--- config.mk ---
export PLATFORM = sky130hd
export DESIGN_NAME = assign_bank_flat
export DESIGN_NICKNAME = d
export VERILOG_FILES = /design/src/rtl/assign_bank_if.sv /design/src/rtl/assign_bank.sv /design/src/flat_wrapper.sv
export SDC_FILE = /design/constraint.sdc
export NUM_CORES = 1
export LEC_CHECK = 0
export CELL_PAD_IN_SITES_DETAIL_PLACEMENT = 1
export CELL_PAD_IN_SITES_GLOBAL_PLACEMENT = 2
export CORE_MARGIN = 3
export CORE_UTILIZATION = 44
export CTS_BUF_LIST = sky130_fd_sc_hd__clkbuf_2 sky130_fd_sc_hd__clkbuf_4 sky130_fd_sc_hd__clkbuf_8
export DETAILED_ROUTE_END_ITERATION = 6
export GPL_ROUTABILITY_DRIVEN = 0
export PLACE_DENSITY = 0.95
export REMOVE_ABC_BUFFERS = 1
export SYNTH_ARGS = -nofsm -noshare
export SYNTH_HDL_FRONTEND = slang
export SYNTH_SLANG_ARGS = --single-unit
export TNS_END_PERCENT = 5
--- constraint.sdc ---
create_clock -name clk -period 5.6 [get_ports clk]
set_input_delay 0.56 -clock clk [delete_from_list [all_inputs] [get_ports clk]]
set_output_delay 0.56 -clock clk [all_outputs]
set_load 0.05 [all_outputs]
--- src/rtl/assign_bank_if.sv ---
// Purpose: command/result bundle between the decision controller (master)
//          and the assignment bank (slave).
// Signals:
//   op_valid/op_ready          command handshake
//   op_code, op_idx            command and target variable
//   vimp_p, vimp_n             implied literal for IMPLY
//   randomDigit                decision polarity for DECIDE
//   vout_p, vout_n             per-variable TRUE / FALSE assignment
//   level                      current decision level
//   done, status, back         completion pulse, result code, flip pulse
interface assign_bank_if #(
  parameter int unsigned NUM_VARS = 16,
  parameter int unsigned IDX_W    = (NUM_VARS > 1) ? $clog2(NUM_VARS) : 1
);
  logic                op_valid;
  logic                op_ready;
  logic [1:0]          op_code;
  logic [IDX_W-1:0]    op_idx;
  logic                vimp_p;
  logic                vimp_n;
  logic                randomDigit;
  logic [NUM_VARS-1:0] vout_p;
  logic [NUM_VARS-1:0] vout_n;
  logic [IDX_W:0]      level;
  logic                done;
  logic [1:0]          status;
  logic                back;

  modport master (
    output op_valid, op_code, op_idx, vimp_p, vimp_n, randomDigit,
    input  op_ready, vout_p, vout_n, level, done, status, back
  );

  modport slave (
    input  op_valid, op_code, op_idx, vimp_p, vimp_n, randomDigit,
    output op_ready, vout_p, vout_n, level, done, status, back
  );
endinterface

--- src/rtl/assign_bank.sv ---
// Purpose: literal assignment store for NUM_VARS variables with a trail stack
//          supporting decisions, implications and chronological backtracking.
// Ports:
//   clk   rising-edge clock
//   rst   synchronous active-high reset
//   bus   assign_bank_if.slave: command handshake in, assignment/level/
//         done/status/back out (all outputs registered)
module assign_bank #(
  parameter int unsigned NUM_VARS = 16
) (
  input  logic          clk,
  input  logic          rst,
  assign_bank_if.slave  bus
);

  localparam int unsigned IDX_W = (NUM_VARS > 1) ? $clog2(NUM_VARS) : 1;
  localparam int unsigned LVL_W = IDX_W + 1;

  localparam logic [0:0] S_IDLE = 1'b0;
  localparam logic [0:0] S_POP  = 1'b1;

  localparam logic [1:0] OP_DECIDE    = 2'b00;
  localparam logic [1:0] OP_IMPLY     = 2'b01;
  localparam logic [1:0] OP_BACKTRACK = 2'b10;

  localparam logic [1:0] ST_OK    = 2'b00;
  localparam logic [1:0] ST_ERR   = 2'b01;
  localparam logic [1:0] ST_UNSAT = 2'b10;

  logic [0:0]          r_state, w_state;
  logic [NUM_VARS-1:0] r_vp, r_vn, w_vp, w_vn;
  logic [LVL_W-1:0]    r_sp, w_sp;
  logic [LVL_W-1:0]    r_level, w_level;
  logic                r_done, w_done;
  logic                r_back, w_back;
  logic [1:0]          r_status, w_status;
  logic                r_ready;

  // Trail storage: entry = {idx, is_dec, flipped}
  logic [IDX_W-1:0]    r_tr_idx [NUM_VARS];
  logic [NUM_VARS-1:0] r_tr_dec;
  logic [NUM_VARS-1:0] r_tr_flip;

  logic                w_push;
  logic                w_push_dec;
  logic                w_flip_top;
  logic [IDX_W-1:0]    w_slot;
  logic [IDX_W-1:0]    w_top;
  logic [IDX_W-1:0]    w_top_var;
  logic                w_assigned;
  logic                w_idx_ok;

  // Trail addressing and command qualification
  assign w_slot     = r_sp[IDX_W-1:0];
  assign w_top      = IDX_W'(r_sp - LVL_W'(1));
  assign w_top_var  = r_tr_idx[w_top];
  assign w_idx_ok   = (LVL_W'(bus.op_idx) < LVL_W'(NUM_VARS));
  assign w_assigned = r_vp[bus.op_idx] | r_vn[bus.op_idx];

  // Next-state and datapath update
  always_comb begin
    w_state    = r_state;
    w_vp       = r_vp;
    w_vn       = r_vn;
    w_sp       = r_sp;
    w_level    = r_level;
    w_done     = 1'b0;
    w_back     = 1'b0;
    w_status   = r_status;
    w_push     = 1'b0;
    w_push_dec = 1'b0;
    w_flip_top = 1'b0;

    case (r_state)
      S_IDLE: begin
        if (bus.op_valid) begin
          case (bus.op_code)
            OP_DECIDE: begin
              w_done = 1'b1;
              if (w_assigned || !w_idx_ok) begin
                w_status = ST_ERR;
              end else begin
                w_vp[bus.op_idx] = bus.randomDigit;
                w_vn[bus.op_idx] = ~bus.randomDigit;
                w_push           = 1'b1;
                w_push_dec       = 1'b1;
                w_sp             = r_sp + LVL_W'(1);
                w_level          = r_level + LVL_W'(1);
                w_status         = ST_OK;
              end
            end
            OP_IMPLY: begin
              w_done = 1'b1;
              if (w_assigned || !w_idx_ok || (bus.vimp_p == bus.vimp_n)) begin
                w_status = ST_ERR;
              end else begin
                w_vp[bus.op_idx] = bus.vimp_p;
                w_vn[bus.op_idx] = bus.vimp_n;
                w_push           = 1'b1;
                w_sp             = r_sp + LVL_W'(1);
                w_status         = ST_OK;
              end
            end
            OP_BACKTRACK: begin
              w_state = S_POP;
            end
            default: begin
              // CLEAR: stale trail entries above sp=0 are never read
              w_vp     = '0;
              w_vn     = '0;
              w_sp     = '0;
              w_level  = '0;
              w_done   = 1'b1;
              w_status = ST_OK;
            end
          endcase
        end
      end

      S_POP: begin
        if (r_sp == '0) begin
          w_done   = 1'b1;
          w_status = ST_UNSAT;
          w_state  = S_IDLE;
        end else if (r_tr_dec[w_top] && !r_tr_flip[w_top]) begin
          // Flip the most recent open decision; it stays on the trail as flipped
          w_vp[w_top_var] = r_vn[w_top_var];
          w_vn[w_top_var] = r_vp[w_top_var];
          w_flip_top      = 1'b1;
          w_level         = r_level - LVL_W'(1);
          w_done          = 1'b1;
          w_back          = 1'b1;
          w_status        = ST_OK;
          w_state         = S_IDLE;
        end else begin
          w_vp[w_top_var] = 1'b0;
          w_vn[w_top_var] = 1'b0;
          w_sp            = r_sp - LVL_W'(1);
        end
      end

      default: begin
        w_state = S_IDLE;
      end
    endcase
  end

  // State and output registers
  always_ff @(posedge clk) begin
    if (rst) begin
      r_state  <= S_IDLE;
      r_vp     <= '0;
      r_vn     <= '0;
      r_sp     <= '0;
      r_level  <= '0;
      r_done   <= 1'b0;
      r_back   <= 1'b0;
      r_status <= ST_OK;
      r_ready  <= 1'b1;
    end else begin
      r_state  <= w_state;
      r_vp     <= w_vp;
      r_vn     <= w_vn;
      r_sp     <= w_sp;
      r_level  <= w_level;
      r_done   <= w_done;
      r_back   <= w_back;
      r_status <= w_status;
      r_ready  <= (w_state == S_IDLE);
    end
  end

  // Trail writes; contents beyond sp are don't-care so no reset is needed
  always_ff @(posedge clk) begin
    if (!rst) begin
      if (w_push) begin
        r_tr_idx[w_slot]  <= bus.op_idx;
        r_tr_dec[w_slot]  <= w_push_dec;
        r_tr_flip[w_slot] <= 1'b0;
      end
      if (w_flip_top) begin
        r_tr_flip[w_top] <= 1'b1;
      end
    end
  end

  assign bus.op_ready = r_ready;
  assign bus.vout_p   = r_vp;
  assign bus.vout_n   = r_vn;
  assign bus.level    = r_level;
  assign bus.done     = r_done;
  assign bus.status   = r_status;
  assign bus.back     = r_back;

endmodule

--- src/flat_wrapper.sv ---
// flat-port wrapper written by rule: the top's interface ports become plain ports
module assign_bank_flat 
#(
  parameter int unsigned NUM_VARS = 16
)
  (clk, rst, bus_op_valid, bus_op_code, bus_op_idx, bus_vimp_p, bus_vimp_n, bus_randomDigit, bus_op_ready, bus_vout_p, bus_vout_n, bus_level, bus_done, bus_status, bus_back);
  input  logic clk;
  input  logic rst;
  input wire logic [$bits(bus_i.op_valid)-1:0] bus_op_valid;
  input wire logic [$bits(bus_i.op_code)-1:0] bus_op_code;
  input wire logic [$bits(bus_i.op_idx)-1:0] bus_op_idx;
  input wire logic [$bits(bus_i.vimp_p)-1:0] bus_vimp_p;
  input wire logic [$bits(bus_i.vimp_n)-1:0] bus_vimp_n;
  input wire logic [$bits(bus_i.randomDigit)-1:0] bus_randomDigit;
  output wire logic [$bits(bus_i.op_ready)-1:0] bus_op_ready;
  output wire logic [$bits(bus_i.vout_p)-1:0] bus_vout_p;
  output wire logic [$bits(bus_i.vout_n)-1:0] bus_vout_n;
  output wire logic [$bits(bus_i.level)-1:0] bus_level;
  output wire logic [$bits(bus_i.done)-1:0] bus_done;
  output wire logic [$bits(bus_i.status)-1:0] bus_status;
  output wire logic [$bits(bus_i.back)-1:0] bus_back;
  assign_bank_if #(.NUM_VARS(NUM_VARS)) bus_i ();
  assign bus_i.op_valid = bus_op_valid;
  assign bus_i.op_code = bus_op_code;
  assign bus_i.op_idx = bus_op_idx;
  assign bus_i.vimp_p = bus_vimp_p;
  assign bus_i.vimp_n = bus_vimp_n;
  assign bus_i.randomDigit = bus_randomDigit;
  assign bus_op_ready = bus_i.op_ready;
  assign bus_vout_p = bus_i.vout_p;
  assign bus_vout_n = bus_i.vout_n;
  assign bus_level = bus_i.level;
  assign bus_done = bus_i.done;
  assign bus_status = bus_i.status;
  assign bus_back = bus_i.back;
  assign_bank #(.NUM_VARS(NUM_VARS)) u_core (.clk(clk), .rst(rst), .bus(bus_i));
endmodule
==> out/qor.tcl, run 1 <==
set qor(synth_top_flop_cell) {sky130_fd_sc_hd__edfxtp_1}
set qor(synth_largest_type_area_fraction_pct) 33.8
set qor(nature_of_the_critical_path_startpoint) {register}
set qor(die_w_um) 145
set qor(die_h_um) 145
set qor(first_global_vias) 8036
set qor(worst-endpoint-required_ns) 5.94
set qor(synth_top_cells_by_area) {sky130_fd_sc_hd__edfxtp_1 (34%), sky130_fd_sc_hd__dfxtp_1 (11%), sky130_fd_sc_hd__mux4_2 (4.5%), sky130_fd_sc_hd__mux2i_1 (3.6%), sky130_fd_sc_hd__nand2_1 (3.3%)}
set qor(port_buffers) 53
set qor(timing.reg2reg.worst_path_depth) 10
set qor(worst-path-max-fanout) 12
set qor(status) {finished, final reports clean}
set qor(cts_tree) {built}
set qor(final_layout_size_suffix_gt1_share_pct) 12.2
set qor(ant_nets) 0
set qor(comb_power_share_pct) 28.3
set qor(maxSlewHeadroom_pct) 12.7
set qor(synth_seq_cells) 144
set qor(final_net_count) 900
set qor(total_power_mw) 2.80
set qor(antenna_found_initial) 0
set qor(detailroute.via_count) 7710
set qor(areaGrowthSynthToFinish_pct) 13.6
set qor(design.die.area_um2) 21100
set qor(worstMarginPinSlew_ns) 1.28
set qor(wire_per_inst_um) 26.3
set qor(post_synth_instance_area_um2) 8540
set qor(track_usage_pct) 28.5
set qor(synth_top_cells_by_count) {sky130_fd_sc_hd__edfxtp_1 (96), sky130_fd_sc_hd__nand2_1 (76), sky130_fd_sc_hd__nor2_1 (60)}
set qor(timing.hold.ws_ns) 0.494
set qor(final.setup.tns_ns) 0
set qor(antenna_cells_inserted) 0
set qor(clock_root_cell) {sky130_fd_sc_hd__clkbuf_8}
set qor(drc) 0
set qor(number_of_hold_violations_in_the_final_report) 0
set qor(clock_network_fraction_of_design_power_pct) 29.5
set qor(irDropWorstVdd_v) 0.000186
set qor(first_iter_violations) 986
set qor(insertion_delay_ns) 0.47
set qor(rsz_0062_raised_after_global_routing) {no}
set qor(synth_enable_flop_cells) 96
set qor(fin_worst_skew_ns) 0.0100
set qor(htree_levels) 4
set qor(initial_core_util_pct) 45.2
set qor(timing.setup.critical_path_class) {register to register}
set qor(grt_pass1_wl_um) 47400
set qor(end_kind) {register}
set qor(postRouteWirelength_um) 30300
set qor(sequential_area_share_after_synthesis_pct) 45.0
set qor(final.period_utilization_pct) 85.3
set qor(clkSlewWorstSetupHoldPaths_ns) 0.09
set qor(power_report.internal_total_mw) 1.76
set qor(slew_viol_final) 0
set qor(place.detailed.hpwl_um) 21000
set qor(p_sw_share_pct) 37.1
set qor(cp_data_arrival_time_ns) 5.12
set qor(first_pass_iters) 5
set qor(postLayoutCellArea_um2) 9700
set qor(p_sw_mw) 1.04
set qor(synthesis.instances) 838
set qor(numClockSinks) 144
set qor(max_cap_viol_count) 0
set qor(worstPathCellList) {inv_1 -> ha_1 -> xor2_2 -> buf_4 -> mux2i_1 -> mux2i_2 -> o31ai_1 -> nor3_1 -> o21ai_0 -> a2111oi_0}
set qor(yosysTopAreaCell) {sky130_fd_sc_hd__edfxtp_1}
set qor(synthesis.area_per_instance_um2) 10.2
set qor(dpl_cell_area_um2) 9320
set qor(core_region_area_um2) 18900
set qor(grt.overflow.total) 0
set qor(finalCriticalPeriod_ns) 4.77
set qor(min-delay-path-class) {register to register}
set qor(std_cell_rows) 50
set qor(hold-path-cell-count) 1
set qor(grt_max_degree) 47
set qor(critPathMaxStageDelay_ns) 1.00
set qor(synth_async_sr_flop_share_pct) 0
set qor(post_synth_num_cell_types) 75
set qor(leakage_nw) 3.11
set qor(synth.most_common_cell) {sky130_fd_sc_hd__edfxtp_1}
set qor(route.detailed.vias_per_inst) 6.70
set qor(cts_resized) 0
set qor(ys.warnings.count) 0
set qor(ioPinCount) 54
set qor(maximum_clock_insertion_buffer_count) 2
set qor(number_of_clock_buffers_inserted_by_tritoncts) 17
set qor(crit_slowest_cell) {sky130_fd_sc_hd__mux2i_2}
set qor(setup-violations-final) 0
set qor(cellPowerDensity_nw_per_um2) 289
set qor(pwr-share-seq_pct) 42.1
set qor(post_cts_hold_buffer_count) 0
set qor(fmax_mhz) 209
set qor(postCtsSetupBuffers) 0
==> flip-flops by register name, summed over array words and instances (netlist names), 2 cells and up <==
| name | cells |
|---|---|
| u_core.r_tr_dec | 16 |
| u_core.bus.status | 2 |
| u_core.r_tr_flip | 16 |
| u_core.r_sp | 5 |
| u_core.bus.level | 5 |
| u_core.bus.vout_n | 16 |
| u_core.r_tr_idx | 64 |
| u_core.bus.vout_p | 16 |
==> area by class of cell <==
cell class | instances | area (µm²)
timing repair buffer | 84 | 763
multi-input combinational | 598 | 4260
clock inverter | 13 | 128
inverter | 33 | 124
sequential | 144 | 3850
clock buffer | 19 | 249
fill | 2130 | 9190
tap | 260 | 325
==> metrics by stage <==
stage	cells	worst slack, ns	util (%)
final	1151	0.825	51.3
after global routing	1151	0.619	51.3
after CTS	1151	0.927	51.3
after detailed placement	1119	1.03	49.3
after global placement	1119	1.18	49.3
after floorplan	775	0.687	-
==> placed cells by master (no fill, tap or decap), types with 30 or more instances in the layout <==
cell type	netlist	layout
sky130_fd_sc_hd__a21oi_1	36	36
sky130_fd_sc_hd__nor2_1	60	60
sky130_fd_sc_hd__mux2i_1	31	31
sky130_fd_sc_hd__edfxtp_1	96	96
sky130_fd_sc_hd__o21ai_0	33	32
sky130_fd_sc_hd__inv_1	30	30
sky130_fd_sc_hd__nand2_1	76	76
sky130_fd_sc_hd__dfxtp_1	48	46
sky130_fd_sc_hd__buf_4	5	31
sky130_fd_sc_hd__clkdlybuf4s50_1	0	53
==> path summary, 6_finish.rpt <==
check / startpoint / to / slack, ns
worst max register to register: u_core.r_sp[1] / u_core.bus.vout_n[15] / 0.83
worst min register to register: u_core.r_sp[4] / u_core.r_sp[4] / 0.49
worst max-delay path: u_core.r_sp[1] / u_core.bus.vout_n[15] / 0.83
worst min-delay path: u_core.r_sp[4] / u_core.r_sp[4] / 0.49
==> worst max-delay path: cells and delay by family, from the launching register on <==
family	cells	cell delay (ns)
and+or+nand+nor	1	0.47
buffers and inverters	2	0.45
muxes	2	1.13
DFF	1	0.39
AOI/OAI and AO/OA	3	1.17
xor gates and xnor gates	1	0.53
adders and majority gates	1	0.49
==> power by group through the flow <==
stage,Clock (mW),Combinational [mW],Sequential [mW]
6_report,0.829,0.794,1.18
3_5_place_dp,0,0.765,1.20
5_1_grt,0.886,0.831,1.18
3_3_place_gp,0,0.736,1.20
2_1_floorplan,0,0.412,1.24
4_1_cts,0.843,0.770,1.18
==> metal layers <==
layer	GRT usage (%)	wire, µm	up-vias	share of wire [%]
li1	-	-	3377	-
met1	38.4	12400	3846	41
met2	45.2	14300	407	47
met3	6.06	2650	80	8.8
met4	11.3	900	0	3.0
met5	0	0	-	0
==> cells by family (layout without fill, tap and decap cells) <==
| family | count (synthesis) | count (layout) | synth area share, % |
|---|---|---|---|
| muxes | 62 | 62 | 10.1 |
| and+or+nand+nor | 264 | 264 | 15.5 |
| buffers and inverters | 96 | 149 | 5.03 |
| DFF | 144 | 144 | 45.0 |
| AOI/OAI and AO/OA | 257 | 257 | 22.3 |
| adders and majority gates | 10 | 10 | 1.47 |
| xor gates and xnor gates | 5 | 5 | 0.601 |
No activity file was read; power rests on OpenSTA's default activity.
==> run 2: changes to the inputs <==
- clock period: 5.6 -> 5.89 ns (I/O delays scaled with it)
==> out/qor.tcl, run 2 (synthesis results as in run 1) <==
set qor(insertion_delay_ns) 0.47 ;# about the same
set qor(timing.hold.ws_ns) 0.514 ;# +0.0201 ns
set qor(postCtsSetupBuffers) 0 ;# unchanged
set qor(setup_slack_ns) 1.14 ;# +0.317 ns
set qor(timing.setup.critical_path_class) {register to register}
set qor(leakage_nw) 3.11 ;# about the same
set qor(dpl_cell_area_um2) 9280 ;# -0.48%
set qor(number_of_hold_violations_in_the_final_report) 0 ;# unchanged
set qor(route.detailed.vias_per_inst) 6.76 ;# +0.85%
set qor(port_buffers) 53 ;# unchanged
set qor(worstMarginPinSlew_ns) 1.34 ;# +0.0567 ns
set qor(worstPathCellList) {inv_1 -> ha_1 -> xor2_2 -> buf_4 -> mux2i_1 -> mux2i_2 -> a31oi_1 -> a211oi_1 -> or4_1 -> a32oi_1}
set qor(first_global_vias) 7987 ;# -0.61%
set qor(design.die.area_um2) 21100 ;# unchanged
set qor(rsz_0062_raised_after_global_routing) {no}
set qor(number_of_clock_buffers_inserted_by_tritoncts) 17 ;# unchanged
set qor(end_kind) {register}
set qor(critical_path.reg2reg.startpoint) {u_core.r_sp[1]}
set qor(slew_viol_final) 0 ;# unchanged
set qor(antenna_cells_inserted) 0 ;# unchanged
set qor(core_region_area_um2) 18900 ;# unchanged
set qor(most-common-layout-cells) {sky130_fd_sc_hd__edfxtp_1 (96), sky130_fd_sc_hd__nand2_1 (76), sky130_fd_sc_hd__nor2_1 (60)}
set qor(place.detailed.hpwl_um) 21000 ;# about the same
set qor(die_w_um) 145 ;# unchanged
set qor(initial_core_util_pct) 45.2 ;# unchanged
set qor(fmax_mhz) 211 ;# +0.57%
set qor(total_power_mw) 2.74 ;# -2.2%
set qor(die_h_um) 145 ;# unchanged
set qor(htree_levels) 4 ;# unchanged
set qor(largest_reg_flops) 64 ;# unchanged
set qor(first_iter_violations) 754 ;# -24%
set qor(postRouteWirelength_um) 29800 ;# -1.7%
set qor(clock_root_cell) {sky130_fd_sc_hd__clkbuf_8}
set qor(ant_nets) 0 ;# unchanged
set qor(crit_slowest_cell) {sky130_fd_sc_hd__a31oi_1}
set qor(worst-endpoint-required_ns) 6.28 ;# +0.34 ns
set qor(grt.overflow.total) 0 ;# unchanged
set qor(track_usage_pct) 28.0 ;# -0.53 points
set qor(drc) 0 ;# unchanged
set qor(final_layout_size_suffix_gt1_share_pct) 11.6 ;# -0.60 points
set qor(min-delay-path-class) {register to register}
set qor(detailroute.via_count) 7735 ;# +0.32%
set qor(maxSlewHeadroom_pct) 10.2 ;# -2.5 points
set qor(cts_tree) {built}
set qor(pre_cts_setup_slack_ns) 1.23 ;# +0.202 ns
set qor(post_cts_hold_buffer_count) 0 ;# unchanged
set qor(critPathMaxStageDelay_ns) 1.10 ;# +0.10 ns
set qor(finalCriticalPeriod_ns) 4.75 ;# -0.0269 ns
set qor(antenna_found_initial) 0 ;# unchanged
set qor(final_cell_count_no_fill) 1145 ;# -0.52%
set qor(final.setup.tns_ns) 0 ;# unchanged
set qor(grt_pass1_wl_um) 46400 ;# -2.3%
set qor(clkSlewWorstSetupHoldPaths_ns) 0.09 ;# about the same
set qor(critical_path.top_delay_family) {compound AO/OA/AOI/OAI gates}
set qor(numClockSinks) 144 ;# unchanged
set qor(registers.top_by_ff_count) {u_core.r_tr_idx}
set qor(postLayoutCellArea_um2) 9730 ;# +0.28%
set qor(final_net_count) 894 ;# -0.67%
set qor(maximum_clock_insertion_buffer_count) 2 ;# unchanged
set qor(placed_cells_incl_taps) 1113 ;# -0.54%
set qor(hold_start) {u_core.r_sp[4]}
set qor(cts_resized) 0 ;# unchanged
set qor(first_pass_iters) 7 ;# +2
set qor(worst-path-max-fanout) 12 ;# unchanged
set qor(final_util_pct) 51.5 ;# +0.15 points
set qor(std_cell_rows) 50 ;# unchanged
set qor(irDropWorstVdd_v) 0.000173 ;# -7.2%
set qor(ioPinCount) 54 ;# unchanged
set qor(cp.buffers_inverters) 2 ;# unchanged
set qor(status) {finished, final reports clean}
set qor(mostFrequentLayoutCell) {sky130_fd_sc_hd__edfxtp_1}
set qor(cellPowerDensity_nw_per_um2) 282 ;# -2.5%
set qor(final.period_utilization_pct) 80.6 ;# -4.7 points
set qor(areaGrowthSynthToFinish_pct) 13.9
set qor(cp_data_arrival_time_ns) 5.14 ;# +0.02 ns
set qor(setup-violations-final) 0 ;# unchanged
set qor(max_cap_viol_count) 0 ;# unchanged
set qor(fin_worst_skew_ns) 0.0170 ;# +0.00694 ns
set qor(grt_max_degree) 42 ;# -11%
set qor(wire_per_inst_um) 26.0 ;# -1.2%
set qor(nature_of_the_critical_path_startpoint) {register}
set qor(timing.critical_path.from) {u_core.r_sp[1]}
[run 2: cell types whose count changed in the layout (fill, tap and decap cells not counted)]
cell	delta
sky130_fd_sc_hd__buf_4	-6
sky130_fd_sc_hd__bufinv_16	+2
sky130_fd_sc_hd__clkbuf_4	-2
sky130_fd_sc_hd__clkinv_2	-2
sky130_fd_sc_hd__clkinv_4	-2
sky130_fd_sc_hd__clkinv_8	+2
sky130_fd_sc_hd__inv_8	+2
[run 2: layout make-up]
| type | instances | area, µm² |
|---|---|---|
| fill | 2129 | 9170 |
| multi-input combinational | 598 | 4260 |
| sequential | 144 | 3850 |
| timing repair buffer | 78 | 718 |
| tap | 260 | 325 |
| clock buffer | 17 | 234 |
| clock inverter | 15 | 215 |
| inverter | 33 | 124 |
[run 2: metal layers]
metal	GRT usage, %	up-vias	part of all wire [%]
met5	0	-	0
met4	11.3	0	3.3
met3	5.43	96	8.3
met2	43.9	428	46
met1	38.3	3848	42
li1	-	3363	-
[run 2: worst register-to-register path: stages, from the launching register on]
cell and delay (ns):
sky130_fd_sc_hd__dfxtp_1 0.50, sky130_fd_sc_hd__inv_1 0.15, sky130_fd_sc_hd__ha_1 0.37, sky130_fd_sc_hd__xor2_2 0.59, sky130_fd_sc_hd__buf_4 0.30, sky130_fd_sc_hd__mux2i_1 0.29
sky130_fd_sc_hd__mux2i_2 0.37, sky130_fd_sc_hd__a31oi_1 1.10, sky130_fd_sc_hd__a211oi_1 0.32, sky130_fd_sc_hd__or4_1 0.54, sky130_fd_sc_hd__a32oi_1 0.15
[run 2: worst paths after layout]
path	end	cells after the start	slack (ns)
worst max-delay path	u_core.bus.vout_n[2]	10	1.14
worst min-delay path	u_core.r_sp[4]	1	0.51
worst max register to register	u_core.bus.vout_n[2]	10	1.14
worst min register to register	u_core.r_sp[4]	1	0.51
[run 2: power by group]
group	internal, mW	switching [mW]
clock	0.440	0.453
sequential	1.10	0.0293
combinational	0.214	0.509
total	1.75	0.992
==> run 3: changes to the inputs <==
- CORE_UTILIZATION: 44 -> 37
- PLACE_DENSITY: 0.95 -> 0.88
- clock period: 5.89 -> 4.2 ns (I/O delays scaled with it)
==> out/qor.tcl, run 3 (synthesis results as in run 1) <==
set qor(status) {finished, final reports clean}
set qor(min-delay-path-class) {input pin to register}
set qor(fillCellCount) 2457 ;# +15%
set qor(mostFrequentLayoutCell) {sky130_fd_sc_hd__edfxtp_1}
set qor(first_pass_iters) 5 ;# -2
set qor(clock_root_cell) {sky130_fd_sc_hd__clkbuf_8}
set qor(detailroute.via_count) 7785 ;# +0.65%
set qor(slew_viol_final) 0 ;# unchanged
set qor(track_usage_pct) 24.8 ;# -3.2 points
set qor(maxSlewHeadroom_pct) 47.2 ;# +37 points
set qor(max_cap_viol_count) 0 ;# unchanged
set qor(postRouteWirelength_um) 30300 ;# +2.0%
set qor(grt_max_degree) 42 ;# unchanged
set qor(worstMarginPinSlew_ns) 0.786 ;# -0.555 ns
set qor(cellPowerDensity_nw_per_um2) 375 ;# +33%
set qor(final_layout_size_suffix_gt1_share_pct) 15.3 ;# +3.6 points
set qor(p_sw_share_pct) 37.7 ;# +1.6 points
set qor(port_buffers) 53 ;# unchanged
set qor(worst-endpoint-required_ns) 4.54 ;# -1.74 ns
set qor(ioPinCount) 54 ;# unchanged
set qor(clock_network_fraction_of_design_power_pct) 28.8 ;# -3.8 points
set qor(nature_of_the_critical_path_startpoint) {register}
set qor(final.setup.tns_ns) 0 ;# unchanged
set qor(grt.overflow.total) 0 ;# unchanged
set qor(p_sw_mw) 1.41 ;# +42%
set qor(timing.setup.critical_path_class) {register to register}
set qor(drc) 0 ;# unchanged
set qor(pwr-share-seq_pct) 42.2 ;# +1.2 points
set qor(fmax_mhz) 267 ;# +27%
set qor(first_iter_violations) 785 ;# +4.1%
set qor(ant_nets) 0 ;# unchanged
set qor(finalCriticalPeriod_ns) 3.75 ;# -1.00 ns
set qor(place.detailed.hpwl_um) 21400 ;# +2.1%
set qor(route.detailed.vias_per_inst) 6.47 ;# -4.2%
set qor(fin_worst_skew_ns) 0.0287 ;# +0.0117 ns
set qor(final_net_count) 932 ;# +4.3%
set qor(initial_core_util_pct) 38.4 ;# -6.8 points
set qor(comb_power_share_pct) 29.0 ;# +2.6 points
set qor(power_report.internal_total_mw) 2.32 ;# +33%
set qor(design.die.area_um2) 24900 ;# +18%
set qor(irDropWorstVdd_v) 0.000217 ;# +26%
set qor(antenna_cells_inserted) 0 ;# unchanged
set qor(number_of_hold_violations_in_the_final_report) 0 ;# unchanged
set qor(number_of_clock_buffers_inserted_by_tritoncts) 17 ;# unchanged
set qor(postCtsSetupBuffers) 0 ;# unchanged
set qor(numClockSinks) 144 ;# unchanged
set qor(insertion_delay_ns) 0.48 ;# about the same
set qor(htree_levels) 4 ;# unchanged
set qor(setup-violations-final) 0 ;# unchanged
set qor(areaGrowthSynthToFinish_pct) 16.6
set qor(std_cell_rows) 54 ;# +8.0%
set qor(largest_reg_flops) 64 ;# unchanged
set qor(antenna_found_initial) 0 ;# unchanged
set qor(grt_pass1_wl_um) 47400 ;# +2.1%
set qor(final.period_utilization_pct) 89.2 ;# +8.6 points
set qor(total_power_mw) 3.73 ;# +36%
set qor(most-common-layout-cells) {sky130_fd_sc_hd__edfxtp_1 (96), sky130_fd_sc_hd__nand2_1 (76), sky130_fd_sc_hd__buf_4 (63)}
set qor(maximum_clock_insertion_buffer_count) 2 ;# unchanged
set qor(worst-path-max-fanout) 7 ;# -5
set qor(first_global_vias) 8038 ;# +0.64%
set qor(cts_tree) {built}
set qor(die_h_um) 158 ;# +8.7%
set qor(cp_data_arrival_time_ns) 4.08 ;# -1.06 ns
set qor(die_w_um) 158 ;# +8.7%
set qor(clkSlewWorstSetupHoldPaths_ns) 0.11 ;# +0.02 ns
set qor(rsz_0062_raised_after_global_routing) {no}
set qor(wire_per_inst_um) 25.2 ;# -3.0%
set qor(core_region_area_um2) 22200 ;# +18%
set qor(registers.top_by_ff_count) {u_core.r_tr_idx}
set qor(end_kind) {register}
set qor(leakage_nw) 3.27 ;# +4.9%
## run 3: cell count changes in the layout (fill, tap and decap cells not counted), moves of 2 or more
cell / previous run / this run
sky130_fd_sc_hd__buf_4: 25 / 63
sky130_fd_sc_hd__inv_8: 3 / 5
sky130_fd_sc_hd__inv_6: 5 / 3
sky130_fd_sc_hd__clkinv_8: 2 / 0
sky130_fd_sc_hd__bufinv_16: 3 / 0
## run 3: critical path, stage by stage, from the launching register on
cell	delay [ns]
sky130_fd_sc_hd__dfxtp_1	0.45
sky130_fd_sc_hd__inv_1	0.13
sky130_fd_sc_hd__ha_1	0.27
sky130_fd_sc_hd__xor2_4	0.35
sky130_fd_sc_hd__buf_4	0.22
sky130_fd_sc_hd__mux2_2	0.37
sky130_fd_sc_hd__o32ai_2	0.56
sky130_fd_sc_hd__o31ai_1	0.17
sky130_fd_sc_hd__buf_4	0.19
sky130_fd_sc_hd__nor3_1	0.32
sky130_fd_sc_hd__o21ai_0	0.18
sky130_fd_sc_hd__a2111oi_0	0.43
## run 3: power by group through the flow
stage               sequential (mW)  clock, mW  combinational, mW
floorplan                      1.65          0              0.549
global placement               1.61          0               1.03
detailed placement             1.61          0               1.05
CTS                            1.57       1.09               1.06
global route                   1.58       1.15               1.14
finish                         1.58       1.07               1.08
## run 3: final timing paths
kind	start	end	slack, ns	cells past startpoint
min	rst	u_core.bus.vout_p[13]	0.42	2
max reg2reg	u_core.r_sp[1]	u_core.bus.vout_n[15]	0.45	11
max	u_core.r_sp[1]	u_core.bus.vout_n[15]	0.45	11
min reg2reg	u_core.r_sp[4]	u_core.r_sp[4]	0.50	1
## run 3: per-layer routing
metal  global-route usage, %  vias up  share of wire, %
met5                       0        -                 0
met1                    34.0     3912                44
met4                    8.80        0               2.4
li1                        -     3452                 -
met2                    39.1      355                47
met3                    5.25       66               7.2
## run 3: through the flow
stage                     hold slack (ns)  instances  instance area, µm²  setup WS (ns)  util (%)
after global placement              0.476       1171                9580          0.391      43.1
after CTS                           0.386       1203                9950          0.362      44.7
final                               0.416       1203                9960          0.453      44.8
after floorplan                     0.443        775                8230         -0.713         -
after detailed placement            0.481       1171                9580          0.407      43.1
after global routing                0.414       1203                9960         0.0642      44.8
## run 3: final cells by class
cell class              instances  area [µm²]  share of cell area (%)
clock buffers                  18         241                    2.42
clock inverters                14         123                    1.23
inverters                      33         124                    1.24
multi-input cells             598        4280                    42.9
flip-flops and latches        144        3850                    38.6
well taps                     280         350                    3.52
repair buffers                116         998                    10.0
## run 3: timing repair
| action | CTS | global route |
|---|---|---|
| gates resized for setup | 0 | 1 |
| setup endpoints to repair | 0 | 1 |
| hold buffers | 0 | 0 |
